==> src/rtl/key_debounce.sv <==
// Per-key two-flop synchronizer, saturating debounce counter and four-state FSM
// producing a clean level plus press/release strobes. Optional auto-repeat: KEY_DEBOUNCE_AUTOREPEAT_EN.
module key_debounce #(
  parameter int NUM_KEYS            = 3,
  parameter int DEBOUNCE_CYCLES     = 1_000_000,
  parameter int REPEAT_DELAY_CYCLES = 25_000_000,
  parameter int REPEAT_RATE_CYCLES  = 5_000_000
) (
  input  logic                clk_clk,
  input  logic                reset_reset,
  input  logic [NUM_KEYS-1:0] keys_n,
  output logic [NUM_KEYS-1:0] keys_level,
  output logic [NUM_KEYS-1:0] press_pulse,
  output logic [NUM_KEYS-1:0] release_pulse
);

  localparam int CW = $clog2(DEBOUNCE_CYCLES + 1);
  localparam logic [CW-1:0] CNT_LAST = CW'(DEBOUNCE_CYCLES - 1);
  localparam logic [CW-1:0] CNT_MAX  = CW'(DEBOUNCE_CYCLES);

  typedef enum logic [1:0] {IDLE, BOUNCE_DN, HELD, BOUNCE_UP} state_t;

  if (DEBOUNCE_CYCLES < 2 || REPEAT_DELAY_CYCLES < 1 || REPEAT_RATE_CYCLES < 1) begin : g_bad_params
    $error("key_debounce: illegal cycle parameters");
  end

  logic [NUM_KEYS-1:0] sync1, sync2;

  // Sync flops reset to 1 so a key held through reset still looks released afterwards.
  always_ff @(posedge clk_clk) begin
    if (reset_reset) begin
      sync1 <= '1;
      sync2 <= '1;
    end else begin
      // NOTE: non-blocking assignments make sync2 take the old sync1, giving a true two-stage chain.
      sync1 <= keys_n;
      sync2 <= sync1;
    end
  end

  for (genvar i = 0; i < NUM_KEYS; i++) begin : g_key
    state_t        state, state_nxt;
    logic [CW-1:0] cnt, cnt_nxt;
    logic          raw;
    logic          level_q, level_nxt;
    logic          press_q, press_nxt;
    logic          release_q, release_nxt;
    logic          rpt_fire;

    assign raw = ~sync2[i];

    always_comb begin
      // NOTE: every output gets a default first, so no path through the case can infer a latch.
      state_nxt   = state;
      cnt_nxt     = cnt;
      level_nxt   = level_q;
      press_nxt   = 1'b0;
      release_nxt = 1'b0;
      case (state)
        IDLE: begin
          if (raw) begin
            cnt_nxt   = CW'(1);
            state_nxt = BOUNCE_DN;
          end
        end
        BOUNCE_DN: begin
          if (!raw) begin
            cnt_nxt   = '0;
            state_nxt = IDLE;
          end else if (cnt == CNT_LAST) begin
            cnt_nxt   = '0;
            state_nxt = HELD;
            level_nxt = 1'b1;
            press_nxt = 1'b1;
          end else if (cnt != CNT_MAX) begin
            cnt_nxt = cnt + CW'(1);
          end
        end
        HELD: begin
          if (!raw) begin
            cnt_nxt   = CW'(1);
            state_nxt = BOUNCE_UP;
          end
        end
        BOUNCE_UP: begin
          if (raw) begin
            cnt_nxt   = '0;
            state_nxt = HELD;
          end else if (cnt == CNT_LAST) begin
            cnt_nxt     = '0;
            state_nxt   = IDLE;
            level_nxt   = 1'b0;
            release_nxt = 1'b1;
          end else if (cnt != CNT_MAX) begin
            cnt_nxt = cnt + CW'(1);
          end
        end
        default: begin
          cnt_nxt   = '0;
          state_nxt = IDLE;
        end
      endcase
    end

`ifdef KEY_DEBOUNCE_AUTOREPEAT_EN
    localparam int RMAX = (REPEAT_DELAY_CYCLES > REPEAT_RATE_CYCLES) ? REPEAT_DELAY_CYCLES
                                                                      : REPEAT_RATE_CYCLES;
    localparam int RW = $clog2(RMAX + 1);
    logic [RW-1:0] rpt, rpt_nxt;
    logic          rpt_armed, rpt_armed_nxt;

    // rpt_armed marks that the first (delay) pulse is done and the rate interval applies.
    always_comb begin
      rpt_nxt       = rpt;
      rpt_armed_nxt = rpt_armed;
      rpt_fire      = 1'b0;
      if (state_nxt == IDLE || (state == BOUNCE_DN && state_nxt == HELD)) begin
        rpt_nxt       = '0;
        rpt_armed_nxt = 1'b0;
      end else if (state == HELD) begin
        if (rpt == (rpt_armed ? RW'(REPEAT_RATE_CYCLES - 1) : RW'(REPEAT_DELAY_CYCLES - 1))) begin
          rpt_fire      = 1'b1;
          rpt_nxt       = '0;
          rpt_armed_nxt = 1'b1;
        end else begin
          rpt_nxt = rpt + RW'(1);
        end
      end
    end

    always_ff @(posedge clk_clk) begin
      if (reset_reset) begin
        rpt       <= '0;
        rpt_armed <= 1'b0;
      end else begin
        rpt       <= rpt_nxt;
        rpt_armed <= rpt_armed_nxt;
      end
    end
`else
    assign rpt_fire = 1'b0;
`endif

    always_ff @(posedge clk_clk) begin
      if (reset_reset) begin
        state     <= IDLE;
        cnt       <= '0;
        level_q   <= 1'b0;
        press_q   <= 1'b0;
        release_q <= 1'b0;
      end else begin
        state     <= state_nxt;
        cnt       <= cnt_nxt;
        level_q   <= level_nxt;
        press_q   <= press_nxt | rpt_fire;
        release_q <= release_nxt;
      end
    end

    assign keys_level[i]    = level_q;
    assign press_pulse[i]   = press_q;
    assign release_pulse[i] = release_q;
  end

endmodule

==> config.mk <==
export PLATFORM = sky130hd
export DESIGN_NAME = key_debounce
export DESIGN_NICKNAME = d
export VERILOG_FILES = /design/src/rtl/key_debounce.sv
export SDC_FILE = /design/constraint.sdc
export NUM_CORES = 1
export LEC_CHECK = 0
export CAP_MARGIN = 15
export CORE_MARGIN = 2
export CORE_UTILIZATION = 55
export CTS_BUF_LIST = sky130_fd_sc_hd__clkbuf_8
export CTS_CLUSTER_SIZE = 20
export DETAILED_ROUTE_END_ITERATION = 8
export GPL_TIMING_DRIVEN = 0
export PLACE_DENSITY = 0.73
export SYNTH_ARGS = -nofsm -noshare
export SYNTH_HDL_FRONTEND = slang
export SYNTH_SLANG_ARGS = --single-unit
==> constraint.sdc <==
create_clock -name clk_clk -period 6.18 [get_ports clk_clk]
set_input_delay 1.236 -clock clk_clk [delete_from_list [all_inputs] [get_ports clk_clk]]
set_output_delay 1.236 -clock clk_clk [all_outputs]
set_load 0.01 [all_outputs]
Yosys cells after proc, flatten, opt, wreduce, memory -nomap -nowiden
Cells that the tools add are included.
{"block": "word_totals", "reg_bits": 81, "latchBits": 0, "ram_bits": 0, "mem_bits_ro": 0, "in_bits": 5, "output_inout_bits": 9, "word_cells": 149, "mem_count": 0}
{"block": "op_classes", "n_addsub": 3, "multipliers": 0, "div_mod_pow": 0, "n_lt_le_gt_ge": 0, "n_eq_ne": 39, "shift": 0, "muxes": 60, "bitwise_logic": 9, "n_reduce_logical": 21}
{"op": "2-to-1 mux 20 bit", "count": 18}
{"op": "one-hot mux 20 bit (4 select lines)", "count": 3}
{"op": "adder 20 x 1 -> 20 bit, second input constant", "count": 3}
{"op": "== test 20 bit, second input constant", "count": 3}
{"op": "!= test 20 bit, second input constant", "count": 3}
{"op": "2-to-1 mux 2 bit", "count": 18}
{"op": "!= test 2 bit, second input constant", "count": 18}
{"op": "one-hot mux 2 bit (4 select lines)", "count": 3}
{"op": "!= test 3 bit, second input constant", "count": 6}
{"op": "OR reduction 3 bit", "count": 6}
{"op": "2-to-1 mux 1 bit", "count": 15}
{"op": "AND reduction 5 bit", "count": 3}
{"op": "== test 2 bit, second input constant", "count": 6}
{"op": "AND reduction 4 bit", "count": 3}
{"op": "NOT 1 bit", "count": 9}
{"op": "== test 2 x 1 -> 1 bit, second input constant", "count": 3}
{"op": "logical NOT 2 bit", "count": 3}
{"op": "one-hot mux 1 bit (2 select lines)", "count": 3}
{"op": "AND reduction 2 bit", "count": 3}
{"op": "nonzero test 2 bit", "count": 3}

Depth between registers and ports, before layout
Gate-level depths: netlist of run 1.
{"block": "logic_depth", "ltp_word": 5, "depth_mapped": 8, "mapped_depth_nobuf": 6}

Worst setup path after synthesis of run 1
OpenSTA, ideal clock, no wires.
{"block": "synth_path", "path_kind": "input port to flip-flop", "start": "input port reset_reset", "end": "register g_key[1].cnt[10]", "arrival_time_ps": 2305, "required_ps": 6093, "slack_ps": 3788, "stages": 5, "path_buffers": 1, "path_cell_list": "clkbuf_1 > nor3_1 > and2_1 > a31oi_1 > o31ai_1"}
{"item": "start, declared", "line": "10", "rtl": "input logic reset_reset,"}
{"item": "end signal, assigned", "line": "153", "rtl": "cnt <= cnt_nxt;"}
{"item": "end, declared", "line": "43", "rtl": "logic [CW-1:0] cnt, cnt_nxt;"}

Final worst setup path of run 1
{"block": "layout_path", "start": "input port reset_reset", "end": "register g_key[0].release_q"}
{"block": "layout_via", "elab_chain_cells": 1}
{"item": "OR reduction 3 bit (no source line)"}
{"item": "end signal, assigned", "line": "156", "rtl": "release_q <= release_nxt;"}
{"item": "end, declared", "line": "47", "rtl": "logic release_q, release_nxt;"}
Every way passes these cells.
A chain may end at the register's enable or synchronous reset.

==> summary.txt, run 1 <==
Status
  – Status: complete, no violations

Die
  – Row count: 31
  – Starting density of the core: 0.5721
  – Die Height: 91.33 um
  – # IOs: 14
  – Die Area: 0.008340 mm^2
  – Die boundary width: 91.33 um
  – Core area: 0.007331 mm^2

Global routing
  – Initial antenna violation count: 0
  – First-pass GRT wire length: 15.92 mm
  – Vias in the first global route: 3418
  – Global Route Usage Sum: 0.2296
  – Grt total ovfl: 0
  – Largest net degree at the start of global routing: 16

Worst setup path
  – Worst-path cell chain: clkdlybuf4s50_1 -> clkbuf_1 -> clkbuf_1 -> clkbuf_1 -> nor3_1
  – Worst Setup End Kind: flip-flop
  – Worst EP required: 6.40 ns
  – CP delay by family, top: buffers and inverters
  – R2R setup slack: 3.66 ns
  – Max incr delay on CP: 0.62 ns
  – Critical Path Start Type: input pin
  – Most frequent cell on the critical path: clkbuf_1
  – Worst EP arrival: 3.28 ns
  – Slowest cell on the critical path: clkdlybuf4s50_1
  – Critical path fanouts, max: 10
  – CP bufs+invs: 4
  – Setup CP Type: input pin to flip-flop

Yosys
  – Seq/Total Area, Yosys: 0.3866
  – Asr flop ratio synth: 0
  – EDFF count, synth: 0
  – Commonest cells post-synth: 81 x dfxtp_1, 50 x nand2_1, 36 x nand3_1
  – Top post-synthesis cells by area: dfxtp_1 39%, nand2_1 4.5%, nand3_1 4.3%
  – Synthesized cell area: 0.004194 mm^2
  – Most frequent cell after synthesis: dfxtp_1
  – Area leader, netlist: dfxtp_1
  – Post-synthesis cell type count: 59
  – Post-synth top flop: dfxtp_1
  – Average cell area after synthesis: 8.097 um^2
  – Synth warnings: 0
  – Post-synth net total: 529
  – Synth top area share: 0.3866
  – Cells after Synth: 518
  – Yosys reg bits: 81

Drt
  – Vias: 3938
  – TritonRoute pass-1 iters: 4
  – DRC Markers: 0
  – Vias per cell: 6.087
  – Antenna-violating nets left: 0
  – Routed WL: 9.391 mm
  – Initial drt markers: 167
  – Drt wl/cell: 14.51 um

Place
  – DP Wirelength: 6.613 mm
  – # port buffers: 13
  – Gpl congestion: 0.9107

Timing
  – Fin crit share: 0.4952
  – Final setup vio count: 0
  – Hold Fails Final Rpt: 0
  – Slew of the pin with the lowest slew margin: 1.000 ns
  – Final TNS setup: 0 ns
  – Tmin final: 3.060 ns
  – Unrepaired setup endpoints after global routing: no
  – Setup Skew: 0.01155 ns
  – Worst Hold Slack: 0.4178 ns
  – FMAX: 0.3267 GHz
  – Slew Viols, Final: 0
  – Max_slew headroom: 0.3282

Clock tree
  – CTS tree: yes
  – Maximum buffer depth of the clock tree: 2
  – Root Buffer: clkbuf_8
  – Post-CTS setup buffers: 0
  – H-tree Lvls: 3
  – CTS Hold Buffers Added: 0
  – Clock slew at reported path FFs: 0.09 ns
  – Inserted Clock Buffers: 9
  – Worst skew pair latency: 0.36 ns
  – Clk sinks: 81
  – CTS resizes: 0

Final layout
  – N_diodes: 0
  – Final nets: 554
  – Layout cell share with drive strength beyond 1: 0.08759
  – Area Growth Syn to Fin: 10.98%
  – Final core utilization: 0.6349

Power and ir drop
  – Power per cell area: 221.2 mW/mm^2
  – Pleak: 1.522 nW
  – Worst vdd ir: 0.0001488 V
  – Total power: 1.030 mW

Worst hold path
  – Worst hold path type: flip-flop to flip-flop

Job
  – Max Cap Viol: 0
[kinds of logic (layout without fill, tap and decap cells)]
kind of cell / count (synthesis) / in the layout / synth area share
adder cells (fa/ha/maj): 6 / 6 / 0.01790
multiplexers: 3 / 3 / 0.007160
flip-flops: 81 / 81 / 0.3866
XOR/XNOR: 9 / 9 / 0.01880
AND/OR/NAND/NOR: 229 / 229 / 0.2965
buffers and inverters: 45 / 75 / 0.04833
AO/OA/AOI/OAI: 145 / 145 / 0.2246
[metrics by stage]
step | std cells | setup slack [ns] | instance area, um^2
floorplan | 518 | 3.788 | 4194
global placement | 630 | 2.702 | 4448
detailed placement | 630 | 2.653 | 4448
CTS | 646 | 3.017 | 4649
global route | 647 | 2.975 | 4654
finish | 647 | 3.120 | 4654
[cells in the final DEF (no fill, tap or decap), types with 15 or more instances in the layout]
cell / instances
nand3_1: 36
nand2_1: 50
o21ai_0: 34
dfxtp_1: 81
nor3_1: 19
nor2_1: 35
clkbuf_1: 16
a21oi_1: 32
inv_1: 19
a31oi_1: 25
nand4_1: 15
[where the power goes]
group / internal (mW) / switching (mW)
Sequential: 0.531 / 0.00955
Combinational: 0.0370 / 0.0510
Clock: 0.190 / 0.211
Total: 0.759 / 0.271
[registers in the layout (all words and copies together), names as in the netlist, named ones only]
register / cells
sync2: 3
g_key.state: 3
g_key.cnt: 60
sync1: 3
g_key.press_q: 3
g_key.level_q: 3
g_key.release_q: 3
[metal layers]
| metal | routed length [um] | track usage | vias up |
|---|---|---|---|
| met4 | 116 | 0.07828 | 0 |
| met5 | 0 | 0 | - |
| met2 | 4339 | 0.3630 | 70 |
| li1 | - | - | 1980 |
| met3 | 305 | 0.03154 | 10 |
| met1 | 4629 | 0.3227 | 1878 |
[worst paths after layout]
path	start	endpoint	cells past startpoint
hold reg to reg	sync1[1]	sync2[1]	1
hold / removal	sync1[1]	sync2[1]	1
setup reg to reg	flip-flop	g_key[1].cnt[8]	6
setup / recovery	reset_reset	g_key[0].release_q	5
[layout make-up]
cell class,instances,area (um^2)
Inverter,19,71.32
Multi-Input combinational cell,392,2370
Timing Repair Buffer,14,135.1
Clock buffer,9,123.9
Buffer,26,131.4
Sequential cell,81,1622
Tap cell,99,123.9
Clock inverter,7,77.57
Fill cell,626,2676
Power figures use the tool's default switching activity.
==> inputs of run 2 (changes only) <==
- PLACE_DENSITY: 0.73 -> 0.76
- clock period: 6.18 -> 2.5 ns (I/O delays scaled with it)
==> run 2 against run 1 <==
Die area unchanged. Largest power group unchanged. Setup slack worse by 3.0 ns. First-iteration DRC count up 51%. Cell area up 0.40%.
==> summary.txt, run 2 (synthesized netlist as in run 1, its figures left out) <==
Timing
  – Final TNS setup: 0 ns (unchanged)
  – Tmin final: 2.377 ns
  – Unrepaired setup endpoints after global routing: no (unchanged)
  – Fin crit share: 0.9506
  – Slew Viols, Final: 0 (unchanged)
  – FMAX: 0.4208 GHz
  – Final setup vio count: 0 (unchanged)
  – Hold Fails Final Rpt: 0 (unchanged)
  – Setup Skew: 0.01261 ns (was 0.01155 ns)
  – Slew of the pin with the lowest slew margin: 1.167 ns (was 1.000 ns)
  – Max_slew headroom: 0.2158 (was 0.3282)

Worst hold path
  – Worst hold path type: flip-flop to flip-flop (unchanged)

Job
  – Max Cap Viol: 0 (unchanged)

Drt
  – Vias per cell: 6.122 (was 6.087)
  – Antenna-violating nets left: 0 (unchanged)
  – Routed WL: 9.488 mm (was 9.391 mm)
  – Vias: 3955 (was 3938)
  – DRC Markers: 0 (unchanged)
  – Drt wl/cell: 14.69 um (was 14.51 um)
  – TritonRoute pass-1 iters: 5 (was 4)
  – Initial drt markers: 252 (was 167)

Power and ir drop
  – Power per cell area: 528.3 mW/mm^2 (was 221.2 mW/mm^2)
  – Total power: 2.469 mW (was 1.030 mW)
  – Worst vdd ir: 0.0004239 V (was 0.0001488 V)
  – Pleak: 1.527 nW (was 1.522 nW)

Final layout
  – N_diodes: 0 (unchanged)
  – Number of flip-flops in the largest register: 60 (unchanged)
  – Most frequent cells in the layout: 81 x dfxtp_1, 50 x nand2_1, 35 x nor2_1, 35 x nand3_1, 34 x o21ai_0 (was 81 x dfxtp_1, 50 x nand2_1, 36 x nand3_1)
  – Area Growth Syn to Fin: 11.43% (was 10.98%)
  – Most common cell after layout, fill and taps aside: dfxtp_1 (unchanged)
  – Final nets: 553 (was 554)
  – Largest Register: g_key.cnt (unchanged)
  – Final core utilization: 0.6375 (was 0.6349)
  – Layout cell share with drive strength beyond 1: 0.1024 (was 0.08759)
  – Finished Cell Area: 0.004673 mm^2 (was 0.004654 mm^2)

Worst setup path
  – Worst-path cell chain: clkdlybuf4s50_1 -> clkbuf_1 -> nor3_1 -> and2_1 -> a31oi_1 -> o31ai_1 (was clkdlybuf4s50_1 -> clkbuf_1 -> clkbuf_1 -> clkbuf_1 -> nor3_1)
  – CP bufs+invs: 2 (was 4)
  – CP delay by family, top: simple AND/OR/NAND/NOR gates (was buffers and inverters)
  – Max incr delay on CP: 0.96 ns (was 0.62 ns)
  – Setup CP Type: input pin to flip-flop (unchanged)
  – Worst EP required: 2.77 ns (was 6.40 ns)
  – Worst EP arrival: 2.65 ns (was 3.28 ns)
  – Critical path fanouts, max: 10 (unchanged)
  – Critical Path Start Type: input pin (unchanged)
  – Slowest cell on the critical path: nor3_1 (was clkdlybuf4s50_1)
  – Worst Setup End Kind: flip-flop (unchanged)

Global routing
  – Largest net degree at the start of global routing: 17 (was 16)
  – GRT Max-Usage Layer: met2 (unchanged)
  – Global Route Usage Sum: 0.2322 (was 0.2296)
  – Vias in the first global route: 3537 (was 3418)
  – Met2 usage: 0.3716 (was 0.3630)
  – Global routing met1 resource utilization: 0.3094 (was 0.3227)
  – Grt total ovfl: 0 (unchanged)
  – Initial antenna violation count: 0 (unchanged)
  – GRT met3 Usage: 0.03983 (was 0.03154)
  – First-pass GRT wire length: 16.04 mm (was 15.92 mm)

Place
  – # port buffers: 13 (unchanged)
  – DP Area: 0.004448 mm^2 (unchanged)
  – Gpl congestion: 0.8711 (was 0.9107)
  – DP Wirelength: 6.596 mm (was 6.613 mm)

Die
  – Core area: 0.007331 mm^2 (unchanged)
  – Die boundary width: 91.33 um (unchanged)
  – Row count: 31 (unchanged)
  – Die Area: 0.008340 mm^2 (unchanged)
  – Starting density of the core: 0.5721 (unchanged)
  – Die Height: 91.33 um (unchanged)
  – # IOs: 14 (unchanged)

Clock tree
  – Clock slew at reported path FFs: 0.09 ns (about the same)
  – Clk sinks: 81 (unchanged)
  – H-tree Lvls: 3 (unchanged)
  – Worst skew pair latency: 0.36 ns (about the same)
  – CTS tree: yes (unchanged)
  – Post-CTS setup buffers: 0 (unchanged)
  – Root Buffer: clkbuf_8 (unchanged)
  – Maximum buffer depth of the clock tree: 2 (unchanged)
  – Inserted Clock Buffers: 9 (unchanged)

Status
  – Status: complete, no violations (unchanged)
## run 2: cell types whose count changed in the layout (fill, tap and decap cells not counted), moves of 2 or more
cell and delta:
clkbuf_1 -3, clkinv_4 +2, nor3_2 +2, inv_6 +3, clkbuf_2 +3, nor3_1 -3, clkinvlp_4 -2
## run 2: metal layers
metal / routed length, um / share of wire
met5: 0 / 0
met4: 155 / 0.016
met3: 437 / 0.046
met2: 4445 / 0.47
met1: 4449 / 0.47
## run 2: cell type report
class                           instances  area [um^2]
Buffer                                 26        135.1
Sequential cell                        81         1622
Inverter                               19        71.32
Tap cell                               99        123.9
Clock buffer                            9        123.9
Fill cell                             617         2658
Clock inverter                          7        60.06
Multi-Input combinational cell        392         2407
Timing Repair Buffer                   13        130.1
## run 2: where the power goes
| part | leakage [nW] | switching [mW] | internal (mW) | total [mW] |
|---|---|---|---|---|
| Clock | 0.0912 | 0.536 | 0.378 | 0.914 |
| Sequential | 0.655 | 0.0239 | 1.31 | 1.34 |
| Combinational | 0.781 | 0.125 | 0.0913 | 0.217 |
| Total | 1.53 | 0.685 | 1.78 | 2.47 |
## run 2: worst paths after layout
check	from	endpoint	slack, ns	depth (start not counted)
setup / recovery	reset_reset	g_key[1].cnt[10]	0.12	6
setup reg to reg	g_key[2].cnt[8]	g_key[2].cnt[1]	0.13	5
hold reg to reg	sync1[2]	sync2[2]	0.42	1
hold / removal	sync1[2]	sync2[2]	0.42	1
## run 2: repair_timing
item                                    4_1_cts  5_1_grt
endpoints found under the setup margin        1       34
hold buffers                                  0        0
pin swaps                                     0        2
cloned                                        0        0
resized for setup                             1       12
## run 2: metrics by stage
stage               setup WS [ns]  cells  hold WS (ns)
global placement          -0.2119    630        0.3941
finish                     0.1234    646        0.4159
detailed placement        -0.2054    630        0.3964
global route             0.005252    646        0.4299
floorplan                  0.3542    518        0.3895
CTS                      0.005311    646        0.4187
==> inputs of run 3 (changes only) <==
- CTS_BUF_LIST: sky130_fd_sc_hd__clkbuf_8 -> not set
- CTS_CLUSTER_DIAMETER: not set -> 40
==> results of run 3 <==
Same layout as run 2: the final DEF is identical, and so are final timing and power.
